--- src/rtl/w_stage_ctrl_pkg.sv ---
// Shared MIPS encodings, write-data selectors and load-extract modes for the
// W stage and the later M-stage load/store units.
package mips_defs;

  // Primary opcodes (instr[31:26])
  localparam logic [5:0] OP_R   = 6'h00;
  localparam logic [5:0] OP_JAL = 6'h03;
  localparam logic [5:0] OP_BEQ = 6'h04;
  localparam logic [5:0] OP_ORI = 6'h0D;
  localparam logic [5:0] OP_LUI = 6'h0F;
  localparam logic [5:0] OP_LB  = 6'h20;
  localparam logic [5:0] OP_LH  = 6'h21;
  localparam logic [5:0] OP_LW  = 6'h23;
  localparam logic [5:0] OP_LBU = 6'h24;
  localparam logic [5:0] OP_LHU = 6'h25;
  localparam logic [5:0] OP_SB  = 6'h28;
  localparam logic [5:0] OP_SH  = 6'h29;
  localparam logic [5:0] OP_SW  = 6'h2B;

  // R-type function codes (instr[5:0])
  localparam logic [5:0] FN_SLL  = 6'h00;
  localparam logic [5:0] FN_JR   = 6'h08;
  localparam logic [5:0] FN_JALR = 6'h09;
  localparam logic [5:0] FN_MFHI = 6'h10;
  localparam logic [5:0] FN_MFLO = 6'h12;
  localparam logic [5:0] FN_MULT = 6'h18;
  localparam logic [5:0] FN_DIV  = 6'h1A;
  localparam logic [5:0] FN_ADD  = 6'h20;
  localparam logic [5:0] FN_SUB  = 6'h22;

  // Write-data select and forwarding source codes
  localparam logic [2:0] WD_SEL_ALU  = 3'd0;
  localparam logic [2:0] WD_SEL_LOAD = 3'd1;
  localparam logic [2:0] WD_SEL_PC8  = 3'd2;
  localparam logic [2:0] GIVE_NONE   = 3'd7;

  // Load extraction modes
  typedef enum logic [2:0] {
    LX_WORD  = 3'd0,
    LX_BYTE  = 3'd1,
    LX_UBYTE = 3'd2,
    LX_HALF  = 3'd3,
    LX_UHALF = 3'd4
  } lx_mode_e;

endpackage

--- src/rtl/w_stage_ctrl_load_ext.sv ---
// Combinational little-endian load extractor: picks a byte/half/word out of
// the raw memory word and sign- or zero-extends it to DATA_W.
module load_ext
  import mips_defs::*;
#(
  parameter int DATA_W = 32
) (
  input  logic [DATA_W-1:0] i_dm,
  input  logic [1:0]        i_addr_low,
  input  lx_mode_e          i_mode,
  output logic [DATA_W-1:0] o_data
);

  logic [7:0]  w_byte;
  logic [15:0] w_half;

  // Select the addressed byte and halfword (addr_low[0] ignored for halves)
  always_comb begin
    w_byte = 8'h00;
    case (i_addr_low)
      2'd0:    w_byte = i_dm[7:0];
      2'd1:    w_byte = i_dm[15:8];
      2'd2:    w_byte = i_dm[23:16];
      2'd3:    w_byte = i_dm[31:24];
      default: w_byte = 8'h00;
    endcase
    if (i_addr_low[1]) begin
      w_half = i_dm[31:16];
    end else begin
      w_half = i_dm[15:0];
    end
  end

  // Extend the selected field to the full datapath width
  always_comb begin
    o_data = '0;
    case (i_mode)
      LX_WORD:  o_data = DATA_W'($signed(i_dm[31:0]));
      LX_BYTE:  o_data = DATA_W'($signed(w_byte));
      LX_UBYTE: o_data = DATA_W'(w_byte);
      LX_HALF:  o_data = DATA_W'($signed(w_half));
      LX_UHALF: o_data = DATA_W'(w_half);
      default:  o_data = '0;
    endcase
  end

endmodule

--- src/rtl/w_stage_ctrl.sv ---
// Writeback-stage controller: M->W pipeline register with stall/flush/valid,
// register-file write decode, forwarding source code and final write data.
module w_stage_ctrl
  import mips_defs::*;
#(
  parameter int DATA_W    = 32,
  parameter int REG_AW    = 5,
  parameter int LINK_REG  = 31,
  parameter int EXT_LOADS = 1
) (
  input  logic              clk,
  input  logic              reset,
  input  logic              en,
  input  logic              flush,
  input  logic [31:0]       instr_M,
  input  logic [DATA_W-1:0] pc_M,
  input  logic [DATA_W-1:0] alu_out_M,
  input  logic [DATA_W-1:0] dm_out_M,
  input  logic [1:0]        addr_low_M,
  output logic              valid_W,
  output logic [31:0]       instr_W,
  output logic [DATA_W-1:0] pc_W,
  output logic              reg_write,
  output logic [REG_AW-1:0] reg_addr,
  output logic [2:0]        reg_data_op,
  output logic [2:0]        give_W_op,
  output logic [DATA_W-1:0] wd_W
);

  logic              r_valid;
  logic [31:0]       r_instr;
  logic [DATA_W-1:0] r_pc;
  logic [DATA_W-1:0] r_alu;
  logic [DATA_W-1:0] r_dm;
  logic [1:0]        r_addr_low;

  logic              w_wr_rd;
  logic              w_wr_rt;
  logic              w_wr_link;
  logic              w_is_load;
  logic              w_is_link;
  lx_mode_e          w_lx_mode;
  logic [REG_AW-1:0] w_dest;
  logic              w_write;
  logic [DATA_W-1:0] w_load_data;
  logic [5:0]        w_op;
  logic [5:0]        w_fn;

  // M->W pipeline register: bubble on flush, capture on en, else hold
  always_ff @(posedge clk or posedge reset) begin
    if (reset) begin
      r_valid    <= 1'b0;
      r_instr    <= 32'h0;
      r_pc       <= '0;
      r_alu      <= '0;
      r_dm       <= '0;
      r_addr_low <= 2'd0;
    end else if (flush) begin
      r_valid    <= 1'b0;
      r_instr    <= 32'h0;
      r_pc       <= '0;
      r_alu      <= '0;
      r_dm       <= '0;
      r_addr_low <= 2'd0;
    end else if (en) begin
      r_valid    <= 1'b1;
      r_instr    <= instr_M;
      r_pc       <= pc_M;
      r_alu      <= alu_out_M;
      r_dm       <= dm_out_M;
      r_addr_low <= addr_low_M;
    end else begin
      r_valid    <= r_valid;
      r_instr    <= r_instr;
      r_pc       <= r_pc;
      r_alu      <= r_alu;
      r_dm       <= r_dm;
      r_addr_low <= r_addr_low;
    end
  end

  assign w_op = r_instr[31:26];
  assign w_fn = r_instr[5:0];

  // Decode destination class, load mode and link behaviour from instr_W
  always_comb begin
    w_wr_rd   = 1'b0;
    w_wr_rt   = 1'b0;
    w_wr_link = 1'b0;
    w_is_load = 1'b0;
    w_is_link = 1'b0;
    w_lx_mode = LX_WORD;
    case (w_op)
      OP_R: begin
        case (w_fn)
          FN_ADD, FN_SUB, FN_SLL, FN_MFHI, FN_MFLO: w_wr_rd = 1'b1;
          FN_JALR: begin
            w_wr_rd   = 1'b1;
            w_is_link = 1'b1;
          end
          default: w_wr_rd = 1'b0;
        endcase
      end
      OP_ORI, OP_LUI: w_wr_rt = 1'b1;
      OP_LW: begin
        w_wr_rt   = 1'b1;
        w_is_load = 1'b1;
        w_lx_mode = LX_WORD;
      end
      OP_LB, OP_LBU, OP_LH, OP_LHU: begin
        if (EXT_LOADS != 0) begin
          w_wr_rt   = 1'b1;
          w_is_load = 1'b1;
          case (w_op)
            OP_LB:   w_lx_mode = LX_BYTE;
            OP_LBU:  w_lx_mode = LX_UBYTE;
            OP_LH:   w_lx_mode = LX_HALF;
            OP_LHU:  w_lx_mode = LX_UHALF;
            default: w_lx_mode = LX_WORD;
          endcase
        end else begin
          w_wr_rt   = 1'b0;
          w_is_load = 1'b0;
        end
      end
      OP_JAL: begin
        w_wr_link = 1'b1;
        w_is_link = 1'b1;
      end
      default: w_wr_rt = 1'b0;
    endcase
  end

  // Pick destination register; $0 writes are suppressed entirely
  always_comb begin
    w_dest = '0;
    if (w_wr_link) begin
      w_dest = REG_AW'(LINK_REG);
    end else if (w_wr_rt) begin
      w_dest = REG_AW'(r_instr[20:16]);
    end else if (w_wr_rd) begin
      w_dest = REG_AW'(r_instr[15:11]);
    end else begin
      w_dest = '0;
    end
    w_write = r_valid & (w_wr_rd | w_wr_rt | w_wr_link) & (w_dest != '0);
  end

  load_ext #(.DATA_W(DATA_W)) u_load_ext (
    .i_dm       (r_dm),
    .i_addr_low (r_addr_low),
    .i_mode     (w_lx_mode),
    .o_data     (w_load_data)
  );

  // Write controls, forwarding source and final write data
  always_comb begin
    reg_write   = w_write;
    reg_addr    = '0;
    reg_data_op = WD_SEL_ALU;
    give_W_op   = GIVE_NONE;
    wd_W        = r_alu;
    if (w_is_load) begin
      reg_data_op = WD_SEL_LOAD;
    end else if (w_is_link) begin
      reg_data_op = WD_SEL_PC8;
    end else begin
      reg_data_op = WD_SEL_ALU;
    end
    if (w_write) begin
      reg_addr  = w_dest;
      give_W_op = reg_data_op;
    end else begin
      reg_addr  = '0;
      give_W_op = GIVE_NONE;
    end
    case (reg_data_op)
      WD_SEL_LOAD: wd_W = w_load_data;
      WD_SEL_PC8:  wd_W = r_pc + DATA_W'(8);
      default:     wd_W = r_alu;
    endcase
  end

  assign valid_W = r_valid;
  assign instr_W = r_instr;
  assign pc_W    = r_pc;

endmodule

--- config.mk ---
export PLATFORM = sky130hd
export DESIGN_NAME = w_stage_ctrl
export DESIGN_NICKNAME = d
export VERILOG_FILES = /design/src/rtl/w_stage_ctrl_pkg.sv /design/src/rtl/w_stage_ctrl_load_ext.sv /design/src/rtl/w_stage_ctrl.sv
export SDC_FILE = /design/constraint.sdc
export NUM_CORES = 1
export LEC_CHECK = 0
export ABC_AREA = 1
export CAP_MARGIN = 30
export CELL_PAD_IN_SITES_DETAIL_PLACEMENT = 0
export CELL_PAD_IN_SITES_GLOBAL_PLACEMENT = 1
export CORE_ASPECT_RATIO = 1.1
export CORE_MARGIN = 2
export CORE_UTILIZATION = 30
export CTS_CLUSTER_SIZE = 40
export DETAILED_ROUTE_END_ITERATION = 16
export GPL_TIMING_DRIVEN = 0
export PLACE_DENSITY_LB_ADDON = 0.12
export SLEW_MARGIN = 25
export SYNTH_ARGS = -nofsm -noshare
export SYNTH_HDL_FRONTEND = slang
export SYNTH_SLANG_ARGS = --single-unit
export TNS_END_PERCENT = 50
--- constraint.sdc ---
create_clock -name clk -period 6.2 [get_ports clk]
set_clock_uncertainty 0.2 [all_clocks]
set_input_delay 1.55 -clock clk [delete_from_list [all_inputs] [get_ports clk]]
set_output_delay 1.55 -clock clk [all_outputs]
set_load 0.005 [all_outputs]
==> results.sh <==
export IMPL_timing_final_setup_violations=0
export IMPL_count_of_vias_placed_by_the_detailed_router=7980
export IMPL_ioPinCount=243
export IMPL_post_synth_top_area_fraction=0.4362
export IMPL_syn_to_final_growth_pct=45.95
export IMPL_fmax_mhz=203.5
export IMPL_share_of_synthesized_area_occupied_by_flip_flops_and_latches=0.4362
export IMPL_postSynthNetCount=1154
export IMPL_period_minus_slack_ns=4.913
export IMPL_final_instance_count_excl_fill=1603
export IMPL_worst_pin_slew_ns=0.8218
export IMPL_rsz0062_at_grt="false"
export IMPL_synth_enable_flop_cells=0
export IMPL_hold_viol=0
export IMPL_worstSetupPathType="reg -> out"
export IMPL_antenna_found_initial=0
export IMPL_synth_adder_area_share=0.001665
export IMPL_tritoncts="built"
export IMPL_synth_xor_area_share=0.003496
export IMPL_period_share=0.7925
export IMPL_fin_nets=1415
export IMPL_overflow=0
export IMPL_register_area_sq_mm=0.003278
export IMPL_clkLatencyLatePin_ns=0.42
export IMPL_clk_transition_reported_paths_ns=0.06
export IMPL_synthMostInstantiatedCell="sky130_fd_sc_hd__nand3_1"
export IMPL_fp_dieW_microns=154.9
export IMPL_grt_total_usage=0.2403
export IMPL_viasPerCell=4.978
export IMPL_worstPathRequired_ns=4.45
export IMPL_synthDistinctLibCells=43
export IMPL_power_density_mw_per_mm2=226.9
export IMPL_synth_area_top_cells="sky130_fd_sc_hd__dfrtp_1 44%, sky130_fd_sc_hd__nand3_1 16%, sky130_fd_sc_hd__nand2_1 9.6%, sky130_fd_sc_hd__o21ai_0 8.1%, sky130_fd_sc_hd__inv_1 4.9%"
export IMPL_num_antenna_cells=0
export IMPL_critical_path_startpoint_type="flop"
export IMPL_gp_congestion=0.8868
export IMPL_netlist_top_cells_count="245 x sky130_fd_sc_hd__nand3_1, 192 x sky130_fd_sc_hd__nand2_1, 131 x sky130_fd_sc_hd__dfrtp_1, 121 x sky130_fd_sc_hd__o21ai_0, 98 x sky130_fd_sc_hd__inv_1"
export IMPL_fraction_of_final_layout_cells_with_drive_strength_greater_than_1=0.07038
export IMPL_cts_root_buffer_cell="sky130_fd_sc_hd__clkbuf_16"
export IMPL_vias_in_the_first_global_route=7869
export IMPL_final_cell_area_sq_mm=0.01097
export IMPL_synth_flop_cell="sky130_fd_sc_hd__dfrtp_1"
export IMPL_netlist_area_sq_mm=0.007516
export IMPL_timing_max_slew_rel_slack=0.4521
export IMPL_starting_utilization_of_the_core_area=0.3062
export IMPL_drt_first_pass_iters=5
export IMPL_grt_first_pass_wirelength_microns=47580
export IMPL_syn_mean_instance_area_sq_um=7.376
export IMPL_cp_max_fo=8
export IMPL_synth_async_sr_flop_share=1.000
export IMPL_critPathArrivalTime_ns=3.16
export IMPL_min_path_type="reg -> reg"
export IMPL_rr_worst_depth=4
export IMPL_fillCellCount=2571
export IMPL_dp_hpwl_microns=25240
export IMPL_totalWireLength_microns=31660
export IMPL_drtIter0Drc=557
export IMPL_post_cts_hold_buffer_count=0
export IMPL_drc=0
export IMPL_netlist_top_cell_by_area="sky130_fd_sc_hd__dfrtp_1"
export IMPL_vdd_drop_max_mv=0.1640
export IMPL_multi_input_comb_area_sq_mm=0.003518
export IMPL_synth_seq_cells=131
export IMPL_cts_htree_levels=4
export IMPL_static_leakage_power_nw=4.743
export IMPL_number_of_rows_created_at_floorplan=60
export IMPL_drtAntennaViolNets=0
export IMPL_placement_io_buffers=240
export IMPL_synth_yosys_warnings=0
export IMPL_yosys_mux_area_fraction=0
export IMPL_postSynthCellCount=1019
export IMPL_placed_area_sq_mm=0.01035
export IMPL_synth_compound_area_frac=0.1298
export IMPL_run_status="finished, final reports clean"
export IMPL_design_core_area_sq_mm=0.02455
export IMPL_floorplan_die_area_sq_mm=0.02634
export IMPL_synth_top_family_by_area="simple AND/OR/NAND/NOR gates"
export IMPL_post_cts_repair_setup_buffers=0
export IMPL_drv_max_cap_violation_count=0
export IMPL_drt_wirelength_per_cell_microns=19.75
export IMPL_postLayoutCoreUtil=0.4468
export IMPL_grt_start_max_net_pins=90
export IMPL_postCtsResizedCells=0
export IMPL_cts_inserted_buffers=17
export IMPL_cts_num_sinks=131
export IMPL_die_h_microns=170.0
export IMPL_number_of_buffers_on_the_longest_clock_path=2
export IMPL_hold_depth=2
export IMPL_timing_critical_path_to_type="output pin"
export IMPL_yosys_area_share_simple=0.3326
export IMPL_dp_cells=1571
export IMPL_drv_slew=0
state kept, by name (all words and copies together), names as in the netlist:
signal	flops
r_alu	32
instr_W	32
r_addr_low	2
valid_W	1
pc_W	32
r_dm	32
layout make-up:
cell class              count  area share
well taps                 310     0.03536
clock inverters            12     0.01643
multi-input cells         716      0.3207
inverters                 105     0.03684
clock buffers              20     0.03981
plain buffers              67     0.02943
repair buffers            242      0.2225
flip-flops and latches    131      0.2988
metrics by stage:
stage | hold WS (ns) | total power, mW | setup TNS (ns) | setup WS [ns]
CTS | 0.3049 | 2.511 | 0 | 1.310
global route | 0.3276 | 2.591 | 0 | 1.098
detailed placement | 0.2885 | 1.431 | 0 | 1.769
floorplan | 0.2639 | 1.149 | 0 | 0.9523
finish | 0.3040 | 2.489 | 0 | 1.287
global placement | 0.2868 | 1.429 | -161.99 | -1.253
layer usage:
metal	GRT usage	vias up	part of all wire
met5	0	-	0
met4	0.05515	0	0.015
met3	0.05730	23	0.063
met2	0.3977	261	0.47
met1	0.3187	3747	0.45
li1	-	3949	-
critical path: stages (launching register included):
cell and delay, ns:
sky130_fd_sc_hd__dfrtp_1 0.50, sky130_fd_sc_hd__ha_1 0.26, sky130_fd_sc_hd__nand4_2 0.17, sky130_fd_sc_hd__nor2_2 0.32, sky130_fd_sc_hd__nand3_1 0.18, sky130_fd_sc_hd__nor3_1 0.35, sky130_fd_sc_hd__or2_2 0.17, sky130_fd_sc_hd__a21oi_1 0.05
sky130_fd_sc_hd__nor2_1 0.21, sky130_fd_sc_hd__clkdlybuf4s50_1 0.55
path summary, 6_finish.rpt:
kind | from | endpoint | slack (ns)
min | r_alu[17]$_DFFE_PP0P_ | r_alu[17]$_DFFE_PP0P_ | 0.30
min reg2reg | r_alu[17]$_DFFE_PP0P_ | r_alu[17]$_DFFE_PP0P_ | 0.30
max reg2reg | r_addr_low[1]$_DFFE_PP0P_ | r_addr_low[1]$_DFFE_PP0P_ | 4.72
max in group asynchronous | reset | pc_W[13]$_DFFE_PP0P_ | 3.72
max | pc_W[3]$_DFFE_PP0P_ | wd_W[29] | 1.29
min in group asynchronous | reset | instr_W[23]$_DFFE_PP0P_ | 1.30
placed cells by master, fill, tap and decap left out, types with 7 or more instances in the layout:
master,n
sky130_fd_sc_hd__nand3_1,245
sky130_fd_sc_hd__clkdlybuf4s50_1,240
sky130_fd_sc_hd__nand2_1,192
sky130_fd_sc_hd__dfrtp_1,131
sky130_fd_sc_hd__o21ai_0,121
sky130_fd_sc_hd__inv_1,97
sky130_fd_sc_hd__clkbuf_1,46
sky130_fd_sc_hd__nor2_1,44
sky130_fd_sc_hd__a21oi_1,20
sky130_fd_sc_hd__clkbuf_16,17
sky130_fd_sc_hd__o211ai_1,12
sky130_fd_sc_hd__nor3_1,12
sky130_fd_sc_hd__o21ai_1,11
sky130_fd_sc_hd__buf_2,9
sky130_fd_sc_hd__buf_6,8
sky130_fd_sc_hd__nand2_2,7
power by group:
group          switching, mW  leakage (nW)  internal, mW  total, mW
clock network          0.401         0.295         0.675       1.08
registers             0.0420          1.74         0.903      0.945
logic                  0.245          2.71         0.223      0.468
total                  0.688          4.74          1.80       2.49
cell families after synthesis:
logic type | Yosys count
AND/OR/NAND/NOR | 534
AO/OA/AOI/OAI | 177
buffers and inverters | 172
flip-flops | 131
XOR/XNOR | 3
adder cells (fa/ha/maj) | 1
other | 1
No activity file was read; power rests on OpenSTA's default activity.
